===== config.mk =====
export PLATFORM = sky130hd
export DESIGN_NAME = fifo_arb_ctrl_flat
export DESIGN_NICKNAME = d
export VERILOG_FILES = /design/src/rtl/fifo_pkg.sv /design/src/rtl/fifo_arb_ctrl_if.sv /design/src/rtl/rr_arb2.sv /design/src/rtl/fifo_arb_ctrl.sv /design/src/flat_wrapper.sv
export SDC_FILE = /design/constraint.sdc
export NUM_CORES = 1
export LEC_CHECK = 0
export ABC_CLOCK_PERIOD_IN_PS = 2900
export CELL_PAD_IN_SITES_DETAIL_PLACEMENT = 0
export CELL_PAD_IN_SITES_GLOBAL_PLACEMENT = 1
export CORE_ASPECT_RATIO = 0.75
export CORE_MARGIN = 4
export CORE_UTILIZATION = 29
export CTS_BUF_LIST = sky130_fd_sc_hd__clkbuf_2
export CTS_CLUSTER_SIZE = 40
export DETAILED_ROUTE_END_ITERATION = 16
export PLACE_DENSITY_LB_ADDON = 0.15
export REMOVE_ABC_BUFFERS = 1
export SYNTH_ARGS = -nofsm -noshare
export SYNTH_HDL_FRONTEND = slang
export SYNTH_SLANG_ARGS = --single-unit

===== constraint.sdc =====
create_clock -name clk -period 2.9 [get_ports clk]
set_input_delay 0.29 -clock clk [delete_from_list [all_inputs] [get_ports clk]]
set_output_delay 0.29 -clock clk [all_outputs]
set_load 0.02 [all_outputs]

===== src/rtl/fifo_pkg.sv =====
// Shared types and sizes for the two-producer / one-consumer FIFO controller.
//   DW    : data width in bits
//   AW    : RAM address width
//   DEPTH : number of RAM entries (2**AW)
//   data_t / ptr_t / cnt_t : data word, RAM pointer, occupancy count (AW+1 bits)
package fifo_pkg;

    localparam int DW    = 4;
    localparam int AW    = 3;
    localparam int DEPTH = 8;

    typedef logic [DW-1:0] data_t;
    typedef logic [AW-1:0] ptr_t;
    typedef logic [AW:0]   cnt_t;

    // Pointers are exactly AW bits wide, so the natural overflow of the
    // addition is the modulo-DEPTH wrap.
    function automatic ptr_t ptr_inc(input ptr_t p);
        return p + ptr_t'(1);
    endfunction

endpackage


===== src/rtl/fifo_arb_ctrl_if.sv =====
// Producer/consumer-side bundle of the FIFO controller.
//   push0_req/push0_data/push0_gnt : producer 0 write handshake
//   push1_req/push1_data/push1_gnt : producer 1 write handshake
//   pop_req/pop_ack/pop_data       : consumer read handshake (data valid in ack cycle)
//   clr_err                        : clears the sticky ovf/unf flags
//   count/empty/full/ovf/unf       : status
// Modports: master = producer/consumer logic, slave = the controller.
interface fifo_arb_ctrl_if;
    import fifo_pkg::*;

    logic  push0_req;
    data_t push0_data;
    logic  push0_gnt;
    logic  push1_req;
    data_t push1_data;
    logic  push1_gnt;
    logic  pop_req;
    logic  pop_ack;
    data_t pop_data;
    logic  clr_err;
    cnt_t  count;
    logic  empty;
    logic  full;
    logic  ovf;
    logic  unf;

    modport master (
        output push0_req, push0_data, push1_req, push1_data, pop_req, clr_err,
        input  push0_gnt, push1_gnt, pop_ack, pop_data, count, empty, full, ovf, unf
    );

    modport slave (
        input  push0_req, push0_data, push1_req, push1_data, pop_req, clr_err,
        output push0_gnt, push1_gnt, pop_ack, pop_data, count, empty, full, ovf, unf
    );

endinterface


===== src/rtl/rr_arb2.sv =====
// Two-way round-robin arbiter with a single grant per cycle.
//   clk, rst : clock, asynchronous active-low reset
//   req[1:0] : request vector
//   en       : grant enable (no grant at all while low)
//   gnt[1:0] : one-hot-or-zero grant vector (combinational)
//   onehot0  : high when gnt has at most one bit set
// last_gnt resets to 1 so requester 0 wins the first contended cycle.
module rr_arb2 (
    input  logic       clk,
    input  logic       rst,
    input  logic [1:0] req,
    input  logic       en,
    output logic [1:0] gnt,
    output logic       onehot0
);

    logic last_gnt_reg;

    always_comb begin
        gnt = 2'b00;
        if (en) begin
            case (req)
                2'b01:   gnt = 2'b01;
                2'b10:   gnt = 2'b10;
                // Contention: favour whoever did not win last time.
                2'b11:   gnt = last_gnt_reg ? 2'b01 : 2'b10;
                default: gnt = 2'b00;
            endcase
        end
    end

    assign onehot0 = ~(gnt[1] & gnt[0]);

    always_ff @(posedge clk or negedge rst) begin
        if (!rst) begin
            last_gnt_reg <= 1'b1;
        end else if (|gnt) begin
            last_gnt_reg <= gnt[1];
        end
    end

endmodule


===== src/rtl/fifo_arb_ctrl.sv =====
// FIFO controller that turns an external dual-port RAM into a shared queue
// for two producers and one consumer. Owns the pointers, the occupancy
// count and the sticky error flags; arbitration is delegated to rr_arb2.
//   clk, rst    : clock, asynchronous active-low reset
//   bus         : producer/consumer handshakes and status (slave modport)
//   mem_we      : RAM write enable
//   mem_addr_wr : RAM write address (write pointer)
//   mem_addr_rd : RAM read address (read pointer)
//   mem_din     : RAM write data (granted producer's data)
//   mem_dout    : RAM combinational read data (head of queue)
module fifo_arb_ctrl
    import fifo_pkg::*;
(
    input  logic              clk,
    input  logic              rst,
    fifo_arb_ctrl_if.slave    bus,
    output logic              mem_we,
    output ptr_t              mem_addr_wr,
    output ptr_t              mem_addr_rd,
    output data_t             mem_din,
    input  data_t             mem_dout
);

    if (DEPTH != (1 << AW)) begin : g_depth_check
        $error("fifo_arb_ctrl: DEPTH must equal 2**AW");
    end

    ptr_t       wr_ptr_reg;
    ptr_t       rd_ptr_reg;
    cnt_t       count_reg;
    cnt_t       count_next;
    logic       ovf_reg;
    logic       unf_reg;
    logic       empty;
    logic       full;
    logic       push_en;
    logic       push_any;
    logic       pop_ok;
    logic [1:0] gnt;
    logic       arb_onehot0;

    assign empty = (count_reg == '0);
    assign full  = (count_reg == cnt_t'(DEPTH));

    // Gating with rst keeps every handshake low while reset is held, even
    // though the registered state already looks empty and not full.
    assign push_en = rst & ~full;
    assign pop_ok  = rst & bus.pop_req & ~empty;

    rr_arb2 u_arb (
        .clk     (clk),
        .rst     (rst),
        .req     ({bus.push1_req, bus.push0_req}),
        .en      (push_en),
        .gnt     (gnt),
        .onehot0 (arb_onehot0)
    );

    assign push_any = |gnt;

    always_comb begin
        count_next = count_reg;
        case ({push_any, pop_ok})
            2'b10:   count_next = count_reg + cnt_t'(1);
            2'b01:   count_next = count_reg - cnt_t'(1);
            default: count_next = count_reg;
        endcase
    end

    always_ff @(posedge clk or negedge rst) begin
        if (!rst) begin
            wr_ptr_reg <= '0;
            rd_ptr_reg <= '0;
            count_reg  <= '0;
            ovf_reg    <= 1'b0;
            unf_reg    <= 1'b0;
        end else begin
            if (push_any) begin
                wr_ptr_reg <= ptr_inc(wr_ptr_reg);
            end
            if (pop_ok) begin
                rd_ptr_reg <= ptr_inc(rd_ptr_reg);
            end
            count_reg <= count_next;
            // A set condition overrides a simultaneous clear.
            ovf_reg <= (full & (bus.push0_req | bus.push1_req)) | (ovf_reg & ~bus.clr_err);
            unf_reg <= (empty & bus.pop_req) | (unf_reg & ~bus.clr_err);
        end
    end

    assign bus.push0_gnt = gnt[0];
    assign bus.push1_gnt = gnt[1];
    assign bus.pop_ack   = pop_ok;
    assign bus.pop_data  = mem_dout;
    assign bus.count     = count_reg;
    assign bus.empty     = empty;
    assign bus.full      = full;
    assign bus.ovf       = ovf_reg;
    assign bus.unf       = unf_reg;

    assign mem_we      = push_any;
    assign mem_din     = gnt[1] ? bus.push1_data : bus.push0_data;
    assign mem_addr_wr = wr_ptr_reg;
    assign mem_addr_rd = rd_ptr_reg;

    a_onehot0 : assert property (@(posedge clk) disable iff (!rst) arb_onehot0);
    a_ptr_inv : assert property (@(posedge clk) disable iff (!rst)
                                 ptr_t'(wr_ptr_reg - rd_ptr_reg) == count_reg[AW-1:0]);

endmodule

===== src/flat_wrapper.sv =====
// flat-port wrapper written by rule: the top's interface ports become plain ports
module fifo_arb_ctrl_flat import fifo_pkg::*;
  (clk, rst, mem_we, mem_addr_wr, mem_addr_rd, mem_din, mem_dout, bus_push0_req, bus_push0_data, bus_push1_req, bus_push1_data, bus_pop_req, bus_clr_err, bus_push0_gnt, bus_push1_gnt, bus_pop_ack, bus_pop_data, bus_count, bus_empty, bus_full, bus_ovf, bus_unf);
  fifo_arb_ctrl_if bus_i ();
  input  logic clk;
  input  logic rst;
  output logic mem_we;
  output ptr_t mem_addr_wr;
  output ptr_t mem_addr_rd;
  output data_t mem_din;
  input  data_t mem_dout;
  input wire logic [$bits(bus_i.push0_req)-1:0] bus_push0_req;
  input wire logic [$bits(bus_i.push0_data)-1:0] bus_push0_data;
  input wire logic [$bits(bus_i.push1_req)-1:0] bus_push1_req;
  input wire logic [$bits(bus_i.push1_data)-1:0] bus_push1_data;
  input wire logic [$bits(bus_i.pop_req)-1:0] bus_pop_req;
  input wire logic [$bits(bus_i.clr_err)-1:0] bus_clr_err;
  output wire logic [$bits(bus_i.push0_gnt)-1:0] bus_push0_gnt;
  output wire logic [$bits(bus_i.push1_gnt)-1:0] bus_push1_gnt;
  output wire logic [$bits(bus_i.pop_ack)-1:0] bus_pop_ack;
  output wire logic [$bits(bus_i.pop_data)-1:0] bus_pop_data;
  output wire logic [$bits(bus_i.count)-1:0] bus_count;
  output wire logic [$bits(bus_i.empty)-1:0] bus_empty;
  output wire logic [$bits(bus_i.full)-1:0] bus_full;
  output wire logic [$bits(bus_i.ovf)-1:0] bus_ovf;
  output wire logic [$bits(bus_i.unf)-1:0] bus_unf;
  assign bus_i.push0_req = bus_push0_req;
  assign bus_i.push0_data = bus_push0_data;
  assign bus_i.push1_req = bus_push1_req;
  assign bus_i.push1_data = bus_push1_data;
  assign bus_i.pop_req = bus_pop_req;
  assign bus_i.clr_err = bus_clr_err;
  assign bus_push0_gnt = bus_i.push0_gnt;
  assign bus_push1_gnt = bus_i.push1_gnt;
  assign bus_pop_ack = bus_i.pop_ack;
  assign bus_pop_data = bus_i.pop_data;
  assign bus_count = bus_i.count;
  assign bus_empty = bus_i.empty;
  assign bus_full = bus_i.full;
  assign bus_ovf = bus_i.ovf;
  assign bus_unf = bus_i.unf;
  fifo_arb_ctrl u_core (.clk(clk), .rst(rst), .bus(bus_i), .mem_we(mem_we), .mem_addr_wr(mem_addr_wr), .mem_addr_rd(mem_addr_rd), .mem_din(mem_din), .mem_dout(mem_dout));
endmodule

Word-level counts from Yosys, hierarchy flattened
Index checks and enable logic that the tools add are counted.

storage, ports and cells
  word-level logic and storage cells = 37
  register bits = 13
  bits of input ports = 18
  output and inout port bits = 26

operators by class
  add/sub/neg operators = 4
  reduce and logical (&&, ||, !) cells = 3
  muxes and demuxes = 5
  equality and inequality tests = 6
  bitwise operators = 13

operators by type and width
  kind                                                                 count
  4-bit case mux with 2 select lines                                   1
  1-bit bitwise AND                                                    7
  3-bit by 1-bit adder with 3-bit output (second input constant)       2
  2-bit == test (second input constant)                                3
  2-bit case mux with 3 select lines                                   1
  4-bit by 1-bit adder with 4-bit output (second input constant)       1
  2-bit by 1-bit == test with 1-bit output (second input constant)     2
  4-bit == test (second input constant)                                1
  4-bit logical NOT                                                    1
  2-bit 2-to-1 mux                                                     2
  4-bit 2-to-1 mux                                                     1
  4-bit by 1-bit subtractor with 4-bit output (second input constant)  1
  1-bit NOT                                                            3
  1-bit OR                                                             3
  2-bit nonzero test                                                   1
  2-bit OR reduction                                                   1

Logic depth before layout (Yosys ltp)
Gate-level depths: netlist of run 1.

  depth after elaboration = 7
  mapped depth = 9
  gate-level depth less buffers = 9

Cells and area by module
A second synthesis of run 1 with hierarchy kept.

second synthesis, totals
  cells, all modules = 73
  area total of the unflattened synthesis = 785.8 sq um

by module, submodules not included
  module         area each (sq um)  cells an instance  instances  sequential area each (sq um)
  fifo_arb_ctrl  711.9              63                 1          300.3
  rr_arb2        73.8               10                 1          26.3

Least setup slack after synthesis of run 1
No wires, ideal clock.

  path kind = register to register
  from = register u_core.count_reg[2], in the netlist u_core.bus.count[2]
  to = register u_core.count_reg[3], in the netlist u_core.bus.count[3]
  arrival time = 2.862 ns
  slack = -0.093 ns
  setup time = 0.131 ns
  buffers on the path = 0
  cell stages (with the launch flop) = 8
  period minus slack after synthesis = 2.993 ns
  cells stage by stage = dfrtp_1 > nor4_2 > nor2_1 > ha_1 > ha_1 > or4b_1 > o311ai_1 > o211ai_1

RTL lines
  what                                                                              RTL line             source
  start: declaration                                                                fifo_arb_ctrl.sv:30  cnt_t count_reg;
  start signal: assignment                                                          fifo_arb_ctrl.sv:84  count_reg <= count_next;
  4-bit logical NOT (*)                                                             fifo_arb_ctrl.sv:42  assign empty = (count_reg == '0);
  named net bus_empty                                                               flat_wrapper.sv:23   output wire logic [$bits(bus_i.empty)-1:0] bus_empty;
  1-bit NOT (*)                                                                     fifo_arb_ctrl.sv:48  assign pop_ok = rst & bus.pop_req & ~empty;
  1-bit bitwise AND (*)                                                             fifo_arb_ctrl.sv:48
  named net bus_pop_ack                                                             flat_wrapper.sv:20   output wire logic [$bits(bus_i.pop_ack)-1:0] bus_pop_ack;
  2-bit by 1-bit == test with 1-bit output / 2-bit == test (equally long branches)  fifo_arb_ctrl.sv:63  case ({push_any, pop_ok})
  4-bit case mux with 2 select lines / 2-bit nonzero test (equally long branches)   n/a

Mark *: on every way through the listed nets, which the timed path passes. The rest lies on a longest branch.
A chain may end at the register's enable or synchronous reset.

Final worst setup path of run 1
  from = register u_core.count_reg[0], in the netlist u_core.bus.count[0]
  to = output mem_din[1]

on the way
  longest elaborated chain between the ends = 5

RTL lines
  what               RTL line              source
  4-bit == test      fifo_arb_ctrl.sv:43   assign full = (count_reg == cnt_t'(DEPTH));
  1-bit NOT          fifo_arb_ctrl.sv:47   assign push_en = rst & ~full;
  1-bit bitwise AND  fifo_arb_ctrl.sv:47
  2-bit 2-to-1 mux   rr_arb2.sv:21         if (en) begin
  4-bit 2-to-1 mux   fifo_arb_ctrl.sv:102  assign mem_din = gnt[1] ? bus.push1_data : bus.push0_data;
  end: declaration   flat_wrapper.sv:10    output data_t mem_din;

Every way passes these cells.

==> results of run 1 <==
==> cell usage in the layout, fill, tap and decap left out, types with 2 or more instances in the layout <==
master and count:
clkdlybuf4s50_1 35, dfrtp_1 12, inv_1 7, buf_4 7
mux2_1 6, nand2_1 5, xor2_1 5, nor3b_1 5
ha_1 5, o21ai_1 4, clkbuf_2 4, nand3_1 3
a21oi_1 3, inv_2 2, o21ai_0 2
==> critical path, stage by stage (launching register included) <==
cell and delay, ps:
dfrtp_1 490, or4b_4 590, nand4_2 200, mux2_1 340, clkdlybuf4s50_1 550
==> final timing paths <==
path | to | slack (ps) | cells after the start
setup / recovery | mem_din[1] | 190 | 4
hold / removal | u_core.mem_addr_rd[2]$_DFFE_PN0P_ | 480 | 1
setup reg to reg | u_core.bus.count[3]$_DFFE_PN0P_ | 300 | 9
hold reg to reg | u_core.mem_addr_rd[2]$_DFFE_PN0P_ | 480 | 1
max in group asynchronous | u_core.u_arb.last_gnt_reg$_DFFE_PN1P_ | 2170 | 2
min in group asynchronous | u_core.bus.ovf$_DFF_PN0_ | 500 | 2
==> power breakdown <==
group	switching, W	internal [W]	total, W
registers	0.0000925	0.000276	0.000368
logic	0.000341	0.000370	0.000711
clock network	0.0000593	0.0000366	0.0000959
==> layout make-up <==
cell class	instances	area, µm²
Fill cell	265	1410
Clock buffer	4	20.0
Sequential cell	13	327
Tap cell	36	45.0
Inverter	10	38.8
Multi-Input combinational cell	52	437
Timing Repair Buffer	42	403
==> routing by layer <==
layer | vias to the layer above | share of wire | track usage
met5 | - | 0 | 0
met4 | 0 | 0 | 0
met3 | 0 | 0.082 | 0.0624
met2 | 28 | 0.43 | 0.193
met1 | 326 | 0.48 | 0.146
li1 | 360 | - | -
==> metrics by stage <==
step | instance area, µm² | total power [W] | utilization | worst slack (ps) | setup TNS, ps
after floorplan | 802 | 0.000755 | - | -93.2 | -93.2
after global placement | 1250 | 0.00109 | 0.466 | 323 | 0
after detailed placement | 1250 | 0.00109 | 0.466 | 281 | 0
after CTS | 1270 | 0.00120 | 0.473 | 135 | 0
after global routing | 1270 | 0.00128 | 0.473 | 56.7 | 0
final | 1270 | 0.00118 | 0.473 | 186 | 0
==> cells by family after synthesis <==
| family | Yosys count | share of synthesized area |
|---|---|---|
| AND/OR/NAND/NOR | 19 | 0.156 |
| XOR/XNOR | 6 | 0.0629 |
| buffers and inverters | 15 | 0.0868 |
| multiplexers | 7 | 0.0988 |
| AO/OA/AOI/OAI | 14 | 0.106 |
| adder cells (fa/ha/maj) | 6 | 0.0988 |
| flip-flops | 13 | 0.391 |
==> summary.md, run 1 <==
| Metric | Value |
|---|---|
| Top-level I/O count | 44 |
| WP data required | 2610 ps |
| Num CTS Buffers | 3 |
| Main synth FF type | dfrtp_1 |
| Layout cells sized above 1 | 0.165 |
| RSZ-0062 raised after global routing | no |
| Starting density of the core | 0.312 |
| Syn Inst Count | 80 |
| Total track usage | 0.117 |
| Cell Count Post-Placement | 153 |
| Worst Max-Slew Pin Slew | 263 ps |
| Die Span X | 70.0 µm |
| Post-CTS sizing | 0 |
| CP Capture Type | output port |
| Most frequent cells after synthesis | 12 x dfrtp_1, 7 x inv_1, 6 x mux2_1 |
| Root buffer cell | clkbuf_2 |
| Post-Layout Cell Count | 157 |
| Core area | 2680 µm² |
| Outcome | completed |
| Area grow syn2layout | 51.9% |
| CTS H-Tree Depth | 1 |
| Cts hold-fix bufs | 0 |
| Cell Area, Synth | 836 µm² |
| Synthesis Warnings | 0 |
| CP startpoint kind | register |
| GPL Wtd Cong | 0.784 |
| Hold WC Path Type | register to register |
| Share of Yosys cell area claimed by the top area cell type | 0.359 |
| # Max-Cap Violations | 0 |
| First-pass iteration count of the detailed router | 4 |
| # diodes | 0 |
| Area leader, netlist | dfrtp_1 |
| Min Hold Slack | 478 ps |
| Clock buffer depth | 2 |
| Min cycle time layout | 2710 ps |
| Die span in y | 54.5 µm |
| Reg clk slew, reported paths | 120 ps |
| Final Hold Vio Count | 0 |
| Via Count | 714 |
| DRC viols | 0 |
| Die area | 3810 µm² |
| Initial antenna violation count | 0 |
| Setup Buffers After CTS | 0 |
| Yosys cell types | 30 |
| Slew Viols, Final | 0 |
| Crit share post-route | 0.936 |
| Port Buffers | 35 |
| R2r startpoint | u_core.bus.count[0]$_DFFE_PN0P_ |
| Nets | 146 |
| Sequential-to-total area share from yosys stat | 0.391 |
| Worst-Skew Late Latency | 270 ps |
| Critical Path Start | u_core.bus.count[0]$_DFFE_PN0P_ |
| Vias/cell | 4.55 |
| Hold Crit Start | u_core.mem_addr_rd[2]$_DFFE_PN0P_ |
| Drt initial violations | 8 |
| Final setup fails | 0 |
| Detail Route Antenna Nets | 0 |
| Setup skew after layout | 14.0 ps |
| Achievable Freq | 368 MHz |
| Clock sink count | 13 |
| Crit Path Class | register to output port |
| P_leak | 0.545 nW |
| Vias in the first global route | 757 |
| Async set or reset register ratio after synthesis | 1.00 |
| Total congestion overflow | 0 |
| Power Density | 925 nW/µm² |
| Max-slew headroom at the worst pin | 0.823 |
| Synth area leaders | dfrtp_1 36%, mux2_1 8.1%, ha_1 7.5% |
| Global-route wire length before repair | 3.47 mm |
| Most common cell in the netlist | dfrtp_1 |
| WP data arrival | 2420 ps |
| Total routed wirelength | 1.93 mm |
| DP HPWL | 1.61 mm |
| EDFF count, synth | 0 |
| Max FFs per register | 4 |
| Yosys reg bits | 13 |
| CP Max Fanout | 7 |
| Largest net degree at the start of global routing | 14 |
| Mean Syn Cell Area | 10.4 µm² |
| DR WL/cell | 12.3 µm |
| CTS tree | yes |
| Peak VDD IR | 0.191 mV |
| Cell Rows | 16 |
Note: power is estimated with default switching activity, not from simulation.
==> run 2: changes to the inputs <==
Settings changed: CORE_UTILIZATION 29 to 25, DONT_BUFFER_PORTS set to 1, RECOVER_POWER set to 25.
==> run 2 against run 1 <==
Net effect:
- setup slack improved by 30 ps
- critical path depth increased by 6
- power is 16% lower
- routed wire length shrank 3.6%
- flip-flop and latch count stayed put
- clock skew rose by 0.65 ps
- combinational power decreased by 36%
- critical endpoint is now u_core.bus.count[3]$_DFFE_PN0P_
==> summary.md, run 2 (synthesis results as in run 1) <==
| Metric | Value |
|---|---|
| DP HPWL | 1.42 mm |
| Outcome | completed |
| Critical Path Start | u_core.bus.count[3]$_DFFE_PN0P_ |
| WP data required | 3120 ps |
| Die span in y | 58.1 µm |
| Worst Max-Slew Pin Slew | 704 ps |
| Total track usage | 0.0855 |
| Pre-CTS setup slack | 226 ps |
| Worst Hold Endpoint | u_core.bus.ovf$_DFF_PN0_ |
| Setup skew after layout | 14.7 ps |
| DR WL/cell | 15.0 µm |
| # Max-Cap Violations | 0 |
| Most frequent cells in the layout | 12 x dfrtp_1, 7 x inv_1, 6 x mux2_1, 6 x buf_4 |
| Final Hold Vio Count | 0 |
| Crit share post-route | 0.926 |
| Vias in the first global route | 581 |
| CP Max Fanout | 8 |
| CP startpoint kind | register |
| Total routed wirelength | 1.86 mm |
| Via Count | 583 |
| Fin worst setup slack | 216 ps |
| RSZ-0062 raised after global routing | no |
| First-pass iteration count of the detailed router | 4 |
| Global-route wire length before repair | 2.77 mm |
| Core area | 3060 µm² |
| Vias/cell | 4.70 |
| Fin area | 925 µm² |
| Port Buffers | 0 |
| # diodes | 0 |
| CP Capture Type | register |
| Nets | 111 |
| Layout cells sized above 1 | 0.221 |
| Worst-Skew Late Latency | 280 ps |
| DRC viols | 0 |
| Min cycle time layout | 2680 ps |
| Slew Viols, Final | 0 |
| Num CTS Buffers | 3 |
| Drt initial violations | 12 |
| Clock buffer depth | 2 |
| Min Hold Slack | 63.2 ps |
| Cell Rows | 17 |
| Post-Layout Cell Count | 124 |
| CTS tree | yes |
| Final setup fails | 0 |
| Worst Reg2Reg Path Length in Cells | 10 |
| Crit Path Class | register to register |
| WP data arrival | 2900 ps |
| Detail Route Antenna Nets | 0 |
| Dpl cell area | 895 µm² |
| R2r startpoint | u_core.bus.count[3]$_DFFE_PN0P_ |
| Hold WC Path Type | input pin to register |
| Die Span X | 74.8 µm |
| P_leak | 0.411 nW |
| Max FFs per register | 4 |
| Largest net degree at the start of global routing | 14 |
| Post-CTS sizing | 0 |
| Hold Crit Start | bus_clr_err |
| Starting density of the core | 0.273 |
| Cell Count Post-Placement | 119 |
| GPL Wtd Cong | 0.760 |
| Power Density | 1070 nW/µm² |
| Hold Path Depth | 1 |
| Max-slew headroom at the worst pin | 0.529 |
| Most common cell after layout, fill and taps aside | dfrtp_1 |
| R2r endpoint | u_core.bus.count[3]$_DFFE_PN0P_ |
| Root buffer cell | clkbuf_2 |
| Die area | 4340 µm² |
| Peak VDD IR | 0.352 mV |
| Area grow syn2layout | 10.6% |
| CTS H-Tree Depth | 1 |
| Total congestion overflow | 0 |
| Top-level I/O count | 44 |
| Reg clk slew, reported paths | 140 ps |
| Initial antenna violation count | 0 |
| Clock sink count | 13 |
| R2r setup slk | 220 ps |
| Achievable Freq | 373 MHz |
[run 2: report_power, final]
| group | internal [W] | switching (W) |
|---|---|---|
| clock network | 0.0000366 | 0.0000629 |
| logic | 0.000199 | 0.000254 |
| registers | 0.000275 | 0.000159 |
| total | 0.000511 | 0.000476 |
[run 2: final cells by class]
type,instances,area [µm²]
fill,334,2140
tap,38,47.5
timing repair buffer,7,55.1
sequential,13,327
inverter,10,38.8
multi-input combinational,52,437
clock buffer,4,20.0
[run 2: routing by layer]
layer,wire length [µm],global-route usage,vias to the layer above
li1,-,-,287
met1,886,0.117,273
met2,796,0.118,23
met3,181,0.0537,0
met4,0,0.00761,0
met5,0,0,-
[run 2: worst max path at each step]
stage,to
CTS,u_core.bus.count[3]$_DFFE_PN0P_
global placement,u_core.bus.count[3]$_DFFE_PN0P_
global route,u_core.bus.count[3]$_DFFE_PN0P_
floorplan,u_core.bus.count[3]$_DFFE_PN0P_
finish,u_core.bus.count[3]$_DFFE_PN0P_
detailed placement,u_core.bus.count[3]$_DFFE_PN0P_
[run 2: through the flow]
| stage | utilization | TNS, ps | power, W |
|---|---|---|---|
| 2_1_floorplan | - | -93.2 | 0.000755 |
| 3_3_place_gp | 0.292 | 0 | 0.000894 |
| 3_5_place_dp | 0.292 | 0 | 0.000896 |
| 4_1_cts | 0.302 | 0 | 0.00100 |
| 5_1_grt | 0.302 | 0 | 0.00107 |
| 6_report | 0.302 | 0 | 0.000986 |
[run 2: repair_timing]
| item | in CTS | in global routing |
|---|---|---|
| endpoints found under the hold margin | 13 | 0 |
| buffers inserted | 0 | 0 |
| hold buffers | 1 | 0 |
[run 2: critical path: stages, from the launching register on]
cell	delay, ps
dfrtp_1	470
or4b_4	260
clkinv_2	130
nor2_2	410
inv_2	50
ha_1	200
buf_4	160
ha_1	290
a21oi_1	140
mux2_1	340
o211ai_1	170
==> run 3: changes to the inputs <==
Settings changed: CAP_MARGIN set to 25, CORE_UTILIZATION 25 to 46.
==> run 3 against run 2 <==
Net effect:
- maximum frequency about the same
- sequential power down 3%
- routed wire length down 11%
- flip-flop and latch count unchanged
- worst hold slack better by 6.2 ps
- combinational power up 3%
- clock skew down 9.1 ps
- cell area down 1.6%
- first-iteration DRC count rose to 2.8 times the previous value
- largest power group unchanged
==> summary.md, run 3 (synthesis results as in run 1) <==
| Metric | Value |
|---|---|
| TNS Setup | 0 ps |
| Initial antenna violation count | 0 |
| RSZ-0062 raised after global routing | no |
| CP Capture Type | register |
| Drt initial violations | 34 |
| Die span in y | 44.9 µm |
| Total track usage | 0.150 |
| Fin area | 910 µm² |
| GPL Wtd Cong | 0.717 |
| Hold WC Path Type | input pin to register |
| DP HPWL | 1.29 mm |
| Setup skew after layout | 5.56 ps |
| Max-slew headroom at the worst pin | 0.585 |
| Dpl cell area | 875 µm² |
| Cell Count Post-Placement | 103 |
| Clock sink count | 13 |
| Post-Layout Cell Count | 108 |
| Outcome | completed |
| WP data required | 3060 ps |
| Core area | 1720 µm² |
| CP startpoint kind | register |
| Tot Pwr | 0.000985 W |
| Final setup fails | 0 |
| Net Sw Frac | 0.480 |
| Worst Reg2Reg Path Length in Cells | 9 |
| Final Hold Vio Count | 0 |
| Num CTS Buffers | 3 |
| Max FFs per register | 4 |
| Seq pwr share | 0.427 |
| Clock buffer depth | 2 |
| Layout cells sized above 1 | 0.221 |
| CTS tree | yes |
| Register area | 327 µm² |
| Total congestion overflow | 0 |
| Multi-input logic area | 442 µm² |
| Global-route wire length before repair | 2.92 mm |
| Top-level I/O count | 44 |
| Via Count | 617 |
| Gate power share | 0.475 |
| DRC viols | 0 |
| Most frequent cells in the layout | 12 x dfrtp_1, 7 x inv_1, 6 x mux2_1, 6 x buf_4 |
| Total routed wirelength | 1.67 mm |
| Crit share post-route | 0.925 |
| CP Max Fanout | 6 |
| Min cycle time layout | 2680 ps |
| Port Buffers | 0 |
| Slew Viols, Final | 0 |
| P_leak | 0.412 nW |
| CTS H-Tree Depth | 1 |
| # diodes | 0 |
| Largest net degree at the start of global routing | 14 |
| Worst-Skew Late Latency | 280 ps |
| Root buffer cell | clkbuf_2 |
| Power Density | 1080 nW/µm² |
| Setup Buffers After CTS | 0 |
| DR WL/cell | 15.4 µm |
| WP data arrival | 2850 ps |
| Die Span X | 57.2 µm |
| # Max-Cap Violations | 0 |
| Clk pwr share | 0.098 |
| Peak VDD IR | 0.636 mV |
| Nets | 111 |
| Vias in the first global route | 648 |
| Fillcell total | 155 |
| Detail Route Antenna Nets | 0 |
| Worst Max-Slew Pin Slew | 621 ps |
| First-pass iteration count of the detailed router | 4 |
| Crit Path Class | register to register |
| Cell Rows | 13 |
| Sw Pwr | 0.000473 W |
| Area grow syn2layout | 8.83% |
| Power Internal | 0.000512 W |
| Achievable Freq | 373 MHz |
| Hold Path Depth | 1 |
| Most common cell after layout, fill and taps aside | dfrtp_1 |
| Die area | 2570 µm² |
| Vias/cell | 5.71 |
| Starting density of the core | 0.485 |
| Reg clk slew, reported paths | 130 ps |
==> run 3: path summary, 6_finish.rpt <==
check / start / end / slack, ps
worst max-delay path: u_core.bus.count[3]$_DFFE_PN0P_ / u_core.bus.count[3]$_DFFE_PN0P_ / 220
worst min-delay path: bus_clr_err / u_core.bus.ovf$_DFF_PN0_ / 70
worst max register to register: u_core.bus.count[3]$_DFFE_PN0P_ / u_core.bus.count[3]$_DFFE_PN0P_ / 220
worst min register to register: u_core.u_arb.last_gnt_reg$_DFFE_PN1P_ / u_core.u_arb.last_gnt_reg$_DFFE_PN1P_ / 610
max in group asynchronous: rst / u_core.mem_addr_wr[0]$_DFFE_PN0P_ / 2080
min in group asynchronous: rst / u_core.bus.unf$_DFF_PN0_ / 430
==> run 3: critical path, cell delays in order (launching register included) <==
cell,delay (ps)
dfrtp_1,470
or4b_4,530
clkinv_2,150
nor2_4,90
inv_2,70
ha_1,220
ha_1,310
or4b_1,510
o311ai_1,100
o211ai_1,110
==> run 3: repair_timing <==
action / 4_1_cts / 5_1_grt
gates resized for setup: 0 / 1
hold buffers: 1 / 0
endpoints found under the setup margin: 0 / 1
hold endpoints to repair: 13 / 0
==> run 3: cell type report <==
cell class,count,share of cell area
timing repair buffer,7,0.0605
clock buffer,4,0.0220
inverter,10,0.0426
multi-input combinational,52,0.486
tap,22,0.0303
sequential,13,0.359
==> run 3: routing by layer <==
layer,wire (µm),GRT usage,up-vias,part of all wire
li1,-,-,292,-
met1,756,0.194,283,0.45
met2,684,0.226,42,0.41
met3,224,0.0886,0,0.13
met4,0,0.0139,0,0
met5,0,0,-,0
==> run 3: power groups by stage <==
| stage | clock (W) | sequential (W) | combinational (W) |
|---|---|---|---|
| 3_5_place_dp | 0 | 0.000425 | 0.000461 |
| 6_report | 0.0000964 | 0.000420 | 0.000468 |
| 5_1_grt | 0.000109 | 0.000434 | 0.000529 |
| 3_3_place_gp | 0 | 0.000423 | 0.000464 |
| 4_1_cts | 0.0000986 | 0.000421 | 0.000475 |
| 2_1_floorplan | 0 | 0.000462 | 0.000293 |
==> run 3: through the flow <==
step / hold WS, ps / setup slack (ps) / util
final: 69.4 / 218 / 0.528
after floorplan: -5.59 / -93.2 / -
after detailed placement: -5.21 / 162 / 0.507
after global placement: -5.21 / 210 / 0.507
after CTS: 62.0 / 138 / 0.525
after global routing: 34.8 / 67.0 / 0.528
